==> src/rtl/shift_sequencer.sv <==
// Multi-cycle shift/rotate controller: one bit per clock to the right,
// left operations wrapped as reverse -> right shift -> reverse.
module shift_sequencer #(
    parameter int WIDTH = 8,
    parameter int AMT_W = $clog2(WIDTH)
) (
    input  logic             clk,
    input  logic             rst,
    input  logic             in_valid,
    output logic             in_ready,
    input  logic [WIDTH-1:0] in_data,
    input  logic [AMT_W-1:0] in_amt,
    input  logic             in_left,
    input  logic             in_rot,
    output logic             out_valid,
    input  logic             out_ready,
    output logic [WIDTH-1:0] out_data,
    output logic             busy
);

    // state   | meaning
    // IDLE    | waiting for a request, in_ready high
    // REV_IN  | bit-reverse operand before a left operation
    // SHIFT   | one right shift/rotate per clock until the count expires
    // REV_OUT | bit-reverse result after a left operation
    // DONE    | result presented, waiting for out_ready
    typedef enum logic [2:0] {
        IDLE,
        REV_IN,
        SHIFT,
        REV_OUT,
        DONE
    } state_t;

    state_t           state;
    logic [WIDTH-1:0] d;
    logic [AMT_W-1:0] cnt;
    logic             lft;
    logic             rot;

    function automatic logic [WIDTH-1:0] bitrev(input logic [WIDTH-1:0] v);
        logic [WIDTH-1:0] r;
        for (int i = 0; i < WIDTH; i++) begin
            r[i] = v[WIDTH-1-i];
        end
        return r;
    endfunction

    // The data register doubles as the output register.
    assign out_data = d;

    always_ff @(posedge clk or posedge rst) begin
        if (rst) begin
            state     <= IDLE;
            d         <= '0;
            cnt       <= '0;
            lft       <= 1'b0;
            rot       <= 1'b0;
            in_ready  <= 1'b1;
            out_valid <= 1'b0;
            busy      <= 1'b0;
        end else begin
            case (state)
                IDLE: begin
                    if (in_valid) begin
                        d        <= in_data;
                        cnt      <= in_amt;
                        lft      <= in_left;
                        rot      <= in_rot;
                        in_ready <= 1'b0;
                        busy     <= 1'b1;
                        if (in_left) begin
                            state <= REV_IN;
                        end else if (in_amt != '0) begin
                            state <= SHIFT;
                        end else begin
                            state     <= DONE;
                            out_valid <= 1'b1;
                        end
                    end
                end
                REV_IN: begin
                    d <= bitrev(d);
                    if (cnt != '0) begin
                        state <= SHIFT;
                    end else begin
                        state <= REV_OUT;
                    end
                end
                SHIFT: begin
                    d   <= {(rot ? d[0] : 1'b0), d[WIDTH-1:1]};
                    cnt <= cnt - AMT_W'(1);
                    if (cnt == AMT_W'(1)) begin
                        if (lft) begin
                            state <= REV_OUT;
                        end else begin
                            state     <= DONE;
                            out_valid <= 1'b1;
                        end
                    end
                end
                REV_OUT: begin
                    d         <= bitrev(d);
                    state     <= DONE;
                    out_valid <= 1'b1;
                end
                DONE: begin
                    if (out_ready) begin
                        state     <= IDLE;
                        out_valid <= 1'b0;
                        busy      <= 1'b0;
                        in_ready  <= 1'b1;
                    end
                end
                default: begin
                    state <= IDLE;
                end
            endcase
        end
    end

endmodule
==> config.mk <==
export PLATFORM = sky130hd
export DESIGN_NAME = shift_sequencer
export DESIGN_NICKNAME = d
export VERILOG_FILES = /design/src/rtl/shift_sequencer.sv
export SDC_FILE = /design/constraint.sdc
export NUM_CORES = 1
export LEC_CHECK = 0
export ABC_AREA = 1
export BUFFER_PORTS_ARGS = -buffer_cell sky130_fd_sc_hd__clkbuf_2
export CAP_MARGIN = 40
export CORE_MARGIN = 3
export CORE_UTILIZATION = 52
export CTS_CLUSTER_DIAMETER = 200
export CTS_CLUSTER_SIZE = 40
export DETAILED_ROUTE_END_ITERATION = 10
export PLACE_DENSITY = 0.78
export SLEW_MARGIN = 20
export SYNTH_ARGS = -nofsm -noshare
export SYNTH_HDL_FRONTEND = slang
export SYNTH_SLANG_ARGS = --single-unit
==> constraint.sdc <==
create_clock -name clk -period 1.6 [get_ports clk]
set_input_delay 0.08 -clock clk [delete_from_list [all_inputs] [get_ports clk]]
set_output_delay 0.08 -clock clk [all_outputs]
set_load 0.01 [all_outputs]
---- Word-level counts from Yosys, hierarchy flattened ----
Index checks and enable logic that the tools add are counted.
cells by class
  muxes and demuxes ....................... 25
  $add $sub $neg .......................... 1
  equal/unequal tests ..................... 11
  reduce and logical (&&, ||, !) cells .... 14
operators with widths
  kind                                                                    number
  8-bit one-hot mux with 3 select lines                                   1
  3-bit 2-to-1 mux                                                        7
  3-bit one-hot mux with 5 select lines                                   1
  2-bit inequality test (second input constant)                           6
  1-bit 2-to-1 mux                                                        11
  3-bit nonzero test                                                      3
  8-bit 2-to-1 mux                                                        1
  7-bit AND reduction                                                     1
  3-bit by 1-bit equality test with 1-bit output (second input constant)  2
  3-bit by 2-bit equality test with 1-bit output (second input constant)  2
  3-bit one-hot mux with 2 select lines                                   1
  2-bit AND reduction                                                     3
  3-bit AND reduction                                                     2
  1-bit one-hot mux with 2 select lines                                   2
  1-bit one-hot mux with 4 select lines                                   1
  2-bit nonzero test                                                      2
  4-bit nonzero test                                                      1
  3-bit equality test (second input constant)                             1
  3-bit logical NOT                                                       1
  3-bit by 1-bit subtractor with 3-bit output (second input constant)     1
  2-bit OR reduction                                                      1
storage, ports and cells
  bits in registers ....................... 19
  bits of input ports ..................... 17
  output and inout bits ................... 11
  logic and storage cells ................. 59

---- Depth between registers and ports, before layout ----
Gate-level depths: netlist of the first run.
  depth after elaboration ................. 5
  mapped depth ............................ 9
  depth with buffers taken out ............ 9

---- Worst setup path before layout of the first run ----
OpenSTA, ideal clock, no wires.
  path type ............................... register to register
  start ................................... register state[0]
  end ..................................... register cnt[0]
  slack ................................... 351 ps
  path buffers ............................ 0
  setup time .............................. 122 ps
  data required time ...................... 1478 ps
  period minus slack after synthesis ...... 1249 ps
  arrival ................................. 1127 ps
  stages on the path, launching flop included .. 7
  cells stage by stage .................... dfrtp_1 > nor2_4 > nand2_4 > nor2_8 > inv_2 > o22ai_1 > nor2_1
between the ends
  cells in the longest elaborated chain, start to end .. 3
  elaborated cells between the ends (all ways) .. 6
  those cells by class .................... eq/ne (2); mux (1); reduce/logical (3)
RTL lines
  what                                                                                        line  RTL
  from (decl)                                                                                 35    state_t state;
  from (signal assigned)                                                                      54    state <= IDLE;
  from (signal assigned)                                                                      73    state <= REV_IN;
  from (signal assigned)                                                                      75    state <= SHIFT;
  3-bit by 2-bit equality test with 1-bit output / 3-bit logical NOT (equally long branches)  63    case (state)
  2-bit nonzero test (no source line) / 2-bit inequality test (equally long branches)         n/a
  2-bit AND reduction (no source line)                                                        n/a
  to (signal assigned)                                                                        67    cnt <= in_amt;
  to (signal assigned)                                                                        92    cnt <= cnt - AMT_W'(1);
  to (decl)                                                                                   37    logic [AMT_W-1:0] cnt;
Parallel ways exist; a longest one is shown, timed or not.
A chain may end at the register's enable or synchronous reset.

---- Worst setup path after layout of the first run ----
  start ................................... register state[0]
  end ..................................... register cnt[1]
Same word-level chain as after synthesis.

==> results of run 1 <==
[how the worst max path moves through the flow]
stage	from	to	slack, ps	cells past startpoint
2_1_floorplan	state[0]	cnt[0]	350	6
3_3_place_gp	state[0]	cnt[1]	230	6
3_5_place_dp	state[0]	cnt[1]	190	6
4_1_cts	state[0]	cnt[1]	160	6
5_1_grt	state[0]	cnt[1]	60	6
6_report	state[0]	cnt[1]	190	6
[flip-flops by register name, summed over array words and instances, names as in the netlist]
register and cells:
out_data 8, rot 1, busy 1, cnt 3
out_valid 1, in_ready 1, state 3, lft 1
[logic make-up (layout without fill, tap and decap cells)]
family | Yosys count | after routing | synth area share (%)
simple gates | 104 | 104 | 42.8
flops | 19 | 19 | 42.4
buf+inv | 18 | 51 | 6.68
compound gates | 9 | 9 | 4.79
fa+ha+maj | 3 | 3 | 3.34
[layout by cell type, fill, tap and decap left out]
cell type / instances
nand2_1: 67
clkbuf_2: 27
dfrtp_1: 18
inv_1: 14
nand3_1: 14
nor2_1: 12
o21ai_0: 4
nor2_4: 3
inv_2: 3
ha_1: 3
clkbuf_4: 3
nor2_8: 2
nor3_1: 2
o211ai_1: 2
dlygate4sd3_1: 2
nand2_2: 1
nor2_2: 1
nand2_4: 1
inv_8: 1
and2_1: 1
a21oi_1: 1
o22ai_1: 1
o21a_1: 1
clkbuf_1: 1
dfstp_2: 1
[critical path: cells and delay by family, from the launching register on]
kind / cells / cell delay [ps]
simple gates: 4 / 630
flops: 1 / 490
buf+inv: 1 / 90
compound gates: 1 / 90
[through the flow]
stage               hold slack [ps]  cell area, um2  total power, W  instances  setup slack (ps)
detailed placement              239            1290         0.00242        207               191
global route                   34.5            1340         0.00295        213              60.3
CTS                            6.55            1340         0.00269        213               165
finish                         12.4            1340         0.00266        213               189
global placement                218            1290         0.00237        207               229
floorplan                      30.4            1120         0.00201        153               351
[final cells by class]
class                   instances  share of cell area [%]
well taps                      27                    2.52
repair buffers                 29                    11.6
inverters                      18                    5.61
flip-flops and latches         19                    35.6
multi-input cells             116                    42.7
clock buffers                   4                    1.96
[report_power, final]
group / internal [W] / leakage [nW] / total, W / switching, W
Clock: 0.0000972 / 0.0150 / 0.000253 / 0.000156
Sequential: 0.000718 / 0.230 / 0.000914 / 0.000196
Combinational: 0.000540 / 0.504 / 0.00149 / 0.000951
[layer usage]
| layer | track usage (%) | vias to the layer above | part of all wire [%] |
|---|---|---|---|
| li1 | - | 547 | - |
| met1 | 26.3 | 461 | 45 |
| met2 | 33.7 | 33 | 49 |
| met3 | 3.70 | 4 | 5.4 |
| met4 | 6.38 | 0 | 1.2 |
| met5 | 0 | - | 0 |
==> qor.yml, run 1 <==
yosys.area.top_type: "dfrtp_1"
htree_levels: 1
synth.distinct_cells: 21
clock-sinks: 19
start_util_pct: 56.1
grt_usage_pct: 20.2
cts_buffers: 3
hold_violations: 0
synth_area_leaders: "dfrtp_1 40%, nand2_1 22%, nand3_1 6.2%"
grt_pass1_wl_mm: 4.11
drt_iter0_markers: 22
ctsHoldBuffers: 2
clock_path_buffers: 2
cellLeakagePower_nw: 0.749
synth_warnings: 0
wire_per_inst_um: 11.2
synth_enable_flop_cells: 0
holdCritPathClass: "primary input to register"
antenna_found_initial: 0
crit_chain: "nor2_4, nand2_4, nor2_8, inv_2, nand3_1, o211ai_1"
hp-start: "in_left"
crit_arrival_ps: 1600
diodes: 0
maxCapViolations: 0
num_vias: 1045
chipHeight_um: 52.5
cts_tree: "done"
core_area_um2: 2000
cp_slowest_stage_delay_ps: 490
required_ps: 1790
min_to: "lft"
power_density_nw_per_um2: 1990
worstReg2RegEnd: "cnt[1]"
critPathKind: "register to register"
gr-total-overflow: 0
setup_tns_ps: 0
rows: 16
grt_pass1_vias: 952
r2r_slack_ps: 190
ys_top_cells_by_count: "67 x nand2_1, 18 x dfrtp_1, 14 x inv_1, 14 x nand3_1, 12 x nor2_1"
drive_gt1_share_pct: 23.1
wl_mm: 2.39
ys_seq_area_share_pct: 42.4
min_period_ps: 1410
rsz0062_at_grt: "no"
status: "complete, no violations"
fin_worst_skew_ps: 1.30
regArea_um2: 477
synthFlopType: "dfrtp_1"
worst_slew_pin_slew_ps: 734
ioPinCount: 28
slew-limit-headroom_pct: 51.0
hold_path_depth: 3
yosysMostFrequentCell: "nand2_1"
cp-end-kind: "register"
maxSlewViolCount: 0
cts_resized: 0
cts-root-buf: "clkbuf_4"
port_buffers: 27
syn-num-nets: 173
place_hpwl_mm: 1.85
slowest_stage: "dfrtp_1"
r2r_cells: 6
drc: 0
first_pass_iters: 4
yosys.area.top_type_share_pct: 40.1
grt_max_degree: 20
timing.fmax_mhz: 709
worstSkewPairLatency_ps: 300
post_cts_buffers: 0
worstPathMaxFanout: 10
period_share_pct: 88.2
num-fill-cells: 178
areaGrowthSynthToFinish_pct: 19.2
ys_seq_elements: 19
avgSynthCellArea_um2: 7.34
clk_pin_slew_ps: 110
viasPerCell: 4.91
synth_cells: 153
gp_congestion: 0.831
rr_startpoint: "state[0]"
layout.nets: 207
finalSetupViolCount: 0
postSynth.asyncResetShare_pct: 100
synth_area_um2: 1120
die-area_um2: 2750
vdd_drop_max_mv: 1.19
final_util_pct: 66.9
cp-start-kind: "register"
drtAntennaViolNets: 0
fp.dieW_um: 52.5
multiInputGateArea_um2: 572
Note: power is estimated with default switching activity, not from simulation.
==> run 2: changes to the inputs <==
--- a/config.mk
+++ b/config.mk
@@ -13,6 +13,7 @@
 export CTS_CLUSTER_DIAMETER = 200
 export CTS_CLUSTER_SIZE = 40
 export DETAILED_ROUTE_END_ITERATION = 10
+export HOLD_SLACK_MARGIN = 0.03
 export PLACE_DENSITY = 0.78
 export SLEW_MARGIN = 20
 export SYNTH_ARGS = -nofsm -noshare
==> run 2 against run 1 <==
  * Clock skew is essentially flat
  * Die area is the same
  * Global-route usage grew 0.18 points
  * Hold slack gained 25 ps
  * Fmax grew 0.19%
  * Count of clock-buffer cells in the layout is the same
  * Via count is the same
  * Sequential share of layout area shrank 0.26 points
  * Cell count grew 0.47%
  * Register-to-register slack is essentially flat
  * Core utilization grew 0.50 points
  * Non-clock buffer count grew 1
==> qor.yml, run 2 (synthesized netlist as in run 1, its figures left out) <==
drive_gt1_share_pct: 23.0  # -0.12 points
period_share_pct: 88.0  # -0.17 points
rr_startpoint: "state[0]"
clock_path_buffers: 2  # unchanged
fin_worst_skew_ps: 1.70  # +0.406 ps
slew-limit-headroom_pct: 50.5  # -0.48 points
hp-start: "in_amt[1]"
cp_num_buf_inv: 1  # unchanged
start_util_pct: 56.1  # unchanged
holdCritPathClass: "primary input to register"
cp-start-kind: "register"
cts_buffers: 3  # unchanged
chipHeight_um: 52.5  # unchanged
hold_violations: 0  # unchanged
finalSetupViolCount: 0  # unchanged
crit_path_start: "state[0]"
cpLargestDelayFamily: "simple AND/OR/NAND/NOR gates"
cp_slowest_stage_delay_ps: 490  # about the same
power_density_nw_per_um2: 1970  # -0.53%
slowest_stage: "dfrtp_1"
drt_iter0_markers: 24  # +9.1%
place_hpwl_mm: 1.85  # unchanged
setup_tns_ps: 0  # unchanged
drc: 0  # unchanged
worstPathMaxFanout: 10  # unchanged
fin_total_pwr_w: 0.00266  # +0.21%
min_period_ps: 1410  # -2.67 ps
gp_congestion: 0.831  # unchanged
fp.dieW_um: 52.5  # unchanged
grt_usage_pct: 20.4  # +0.18 points
port_buffers: 27  # unchanged
clock-sinks: 19  # unchanged
largest_register_ffs: 8  # unchanged
timing.fmax_mhz: 710  # +0.19%
gr-total-overflow: 0  # unchanged
rsz0062_at_grt: "no"
ioPinCount: 28  # unchanged
worstSkewPairLatency_ps: 300  # about the same
first_pass_iters: 4  # unchanged
mostFrequentLayoutCells: "67 x nand2_1, 27 x clkbuf_2, 18 x dfrtp_1"
grt_max_degree: 20  # unchanged
crit_arrival_ps: 1600  # about the same
cp-end-kind: "register"
cellLeakagePower_nw: 0.753  # +0.56%
core_area_um2: 2000  # unchanged
drtAntennaViolNets: 0  # unchanged
rows: 16  # unchanged
post_cts_buffers: 0  # unchanged
viasPerCell: 4.88  # -0.47%
worst_slew_pin_slew_ps: 741  # +7.16 ps
clk_pin_slew_ps: 110  # about the same
cts_tree: "done"
maxSlewViolCount: 0  # unchanged
vdd_drop_max_mv: 1.19  # +0.55%
fin_hold_ws_ps: 36.9  # +24.5 ps
layout.nets: 208  # +0.48%
crit_chain: "nor2_4, nand2_4, nor2_8, inv_2, nand3_1, o211ai_1"
wire_per_inst_um: 11.3  # +0.45%
critPathKind: "register to register"
htree_levels: 1  # unchanged
num_vias: 1045  # unchanged
grt_pass1_vias: 962  # +1.1%
areaGrowthSynthToFinish_pct: 20.0
cts-root-buf: "clkbuf_4"
grt_pass1_wl_mm: 4.15  # +1.0%
diodes: 0  # unchanged
required_ps: 1790  # about the same
status: "complete, no violations"
die-area_um2: 2750  # unchanged
wl_mm: 2.41  # +0.92%
final_common_cell: "nand2_1"
maxCapViolations: 0  # unchanged
r2r_slack_ps: 190  # about the same
antenna_found_initial: 0  # unchanged
[run 2: cell types whose count changed in the layout (fill, tap and decap cells not counted)]
cell	delta
dlygate4sd3_1	+1
[run 2: stage by stage]
stage | setup slack [ps] | instances | util, % | cell area, um2
2_1_floorplan | 351 | 153 | - | 1120
3_3_place_gp | 229 | 207 | 64.6 | 1290
3_5_place_dp | 191 | 207 | 64.6 | 1290
4_1_cts | 165 | 214 | 67.4 | 1350
5_1_grt | 60.3 | 214 | 67.4 | 1350
6_report | 192 | 214 | 67.4 | 1350
[run 2: layer usage]
layer / track usage, % / routed length (um) / up-vias
li1: - / - / 550
met1: 26.4 / 1090 / 458
met2: 34.1 / 1160 / 33
met3: 3.70 / 131 / 4
met4: 6.38 / 30 / 0
met5: 0 / 0 / -
[run 2: timing repair]
item,in CTS,in global routing
hold endpoints to repair,20,0
hold buffers,3,0
gates resized for setup,0,0
[run 2: worst paths after layout]
path,endpoint,cells past startpoint
min in group asynchronous,out_data[4],3
min reg2reg,in_ready,2
min,cnt[1],3
max,cnt[1],6
max reg2reg,cnt[1],6
max in group asynchronous,state[0],3
[run 2: cell type report]
cell class              count  area, um2
inverters                  18       75.1
flip-flops and latches     19        477
fillers                   177        653
well taps                  27       33.8
multi-input cells         116        572
clock buffers               4       26.3
repair buffers             30        165
[run 2: where the power goes]
group | switching (W) | total, W | internal (W)
sequential | 0.000196 | 0.000913 | 0.000718
clock | 0.000160 | 0.000257 | 0.0000973
combinational | 0.000951 | 0.00149 | 0.000542
[run 2: worst reg2reg max path, stage by stage (launching register included)]
cell and delay (ps):
dfrtp_1 490, nor2_4 250, nand2_4 100, nor2_8 210, inv_2 90, nand3_1 70
o211ai_1 90
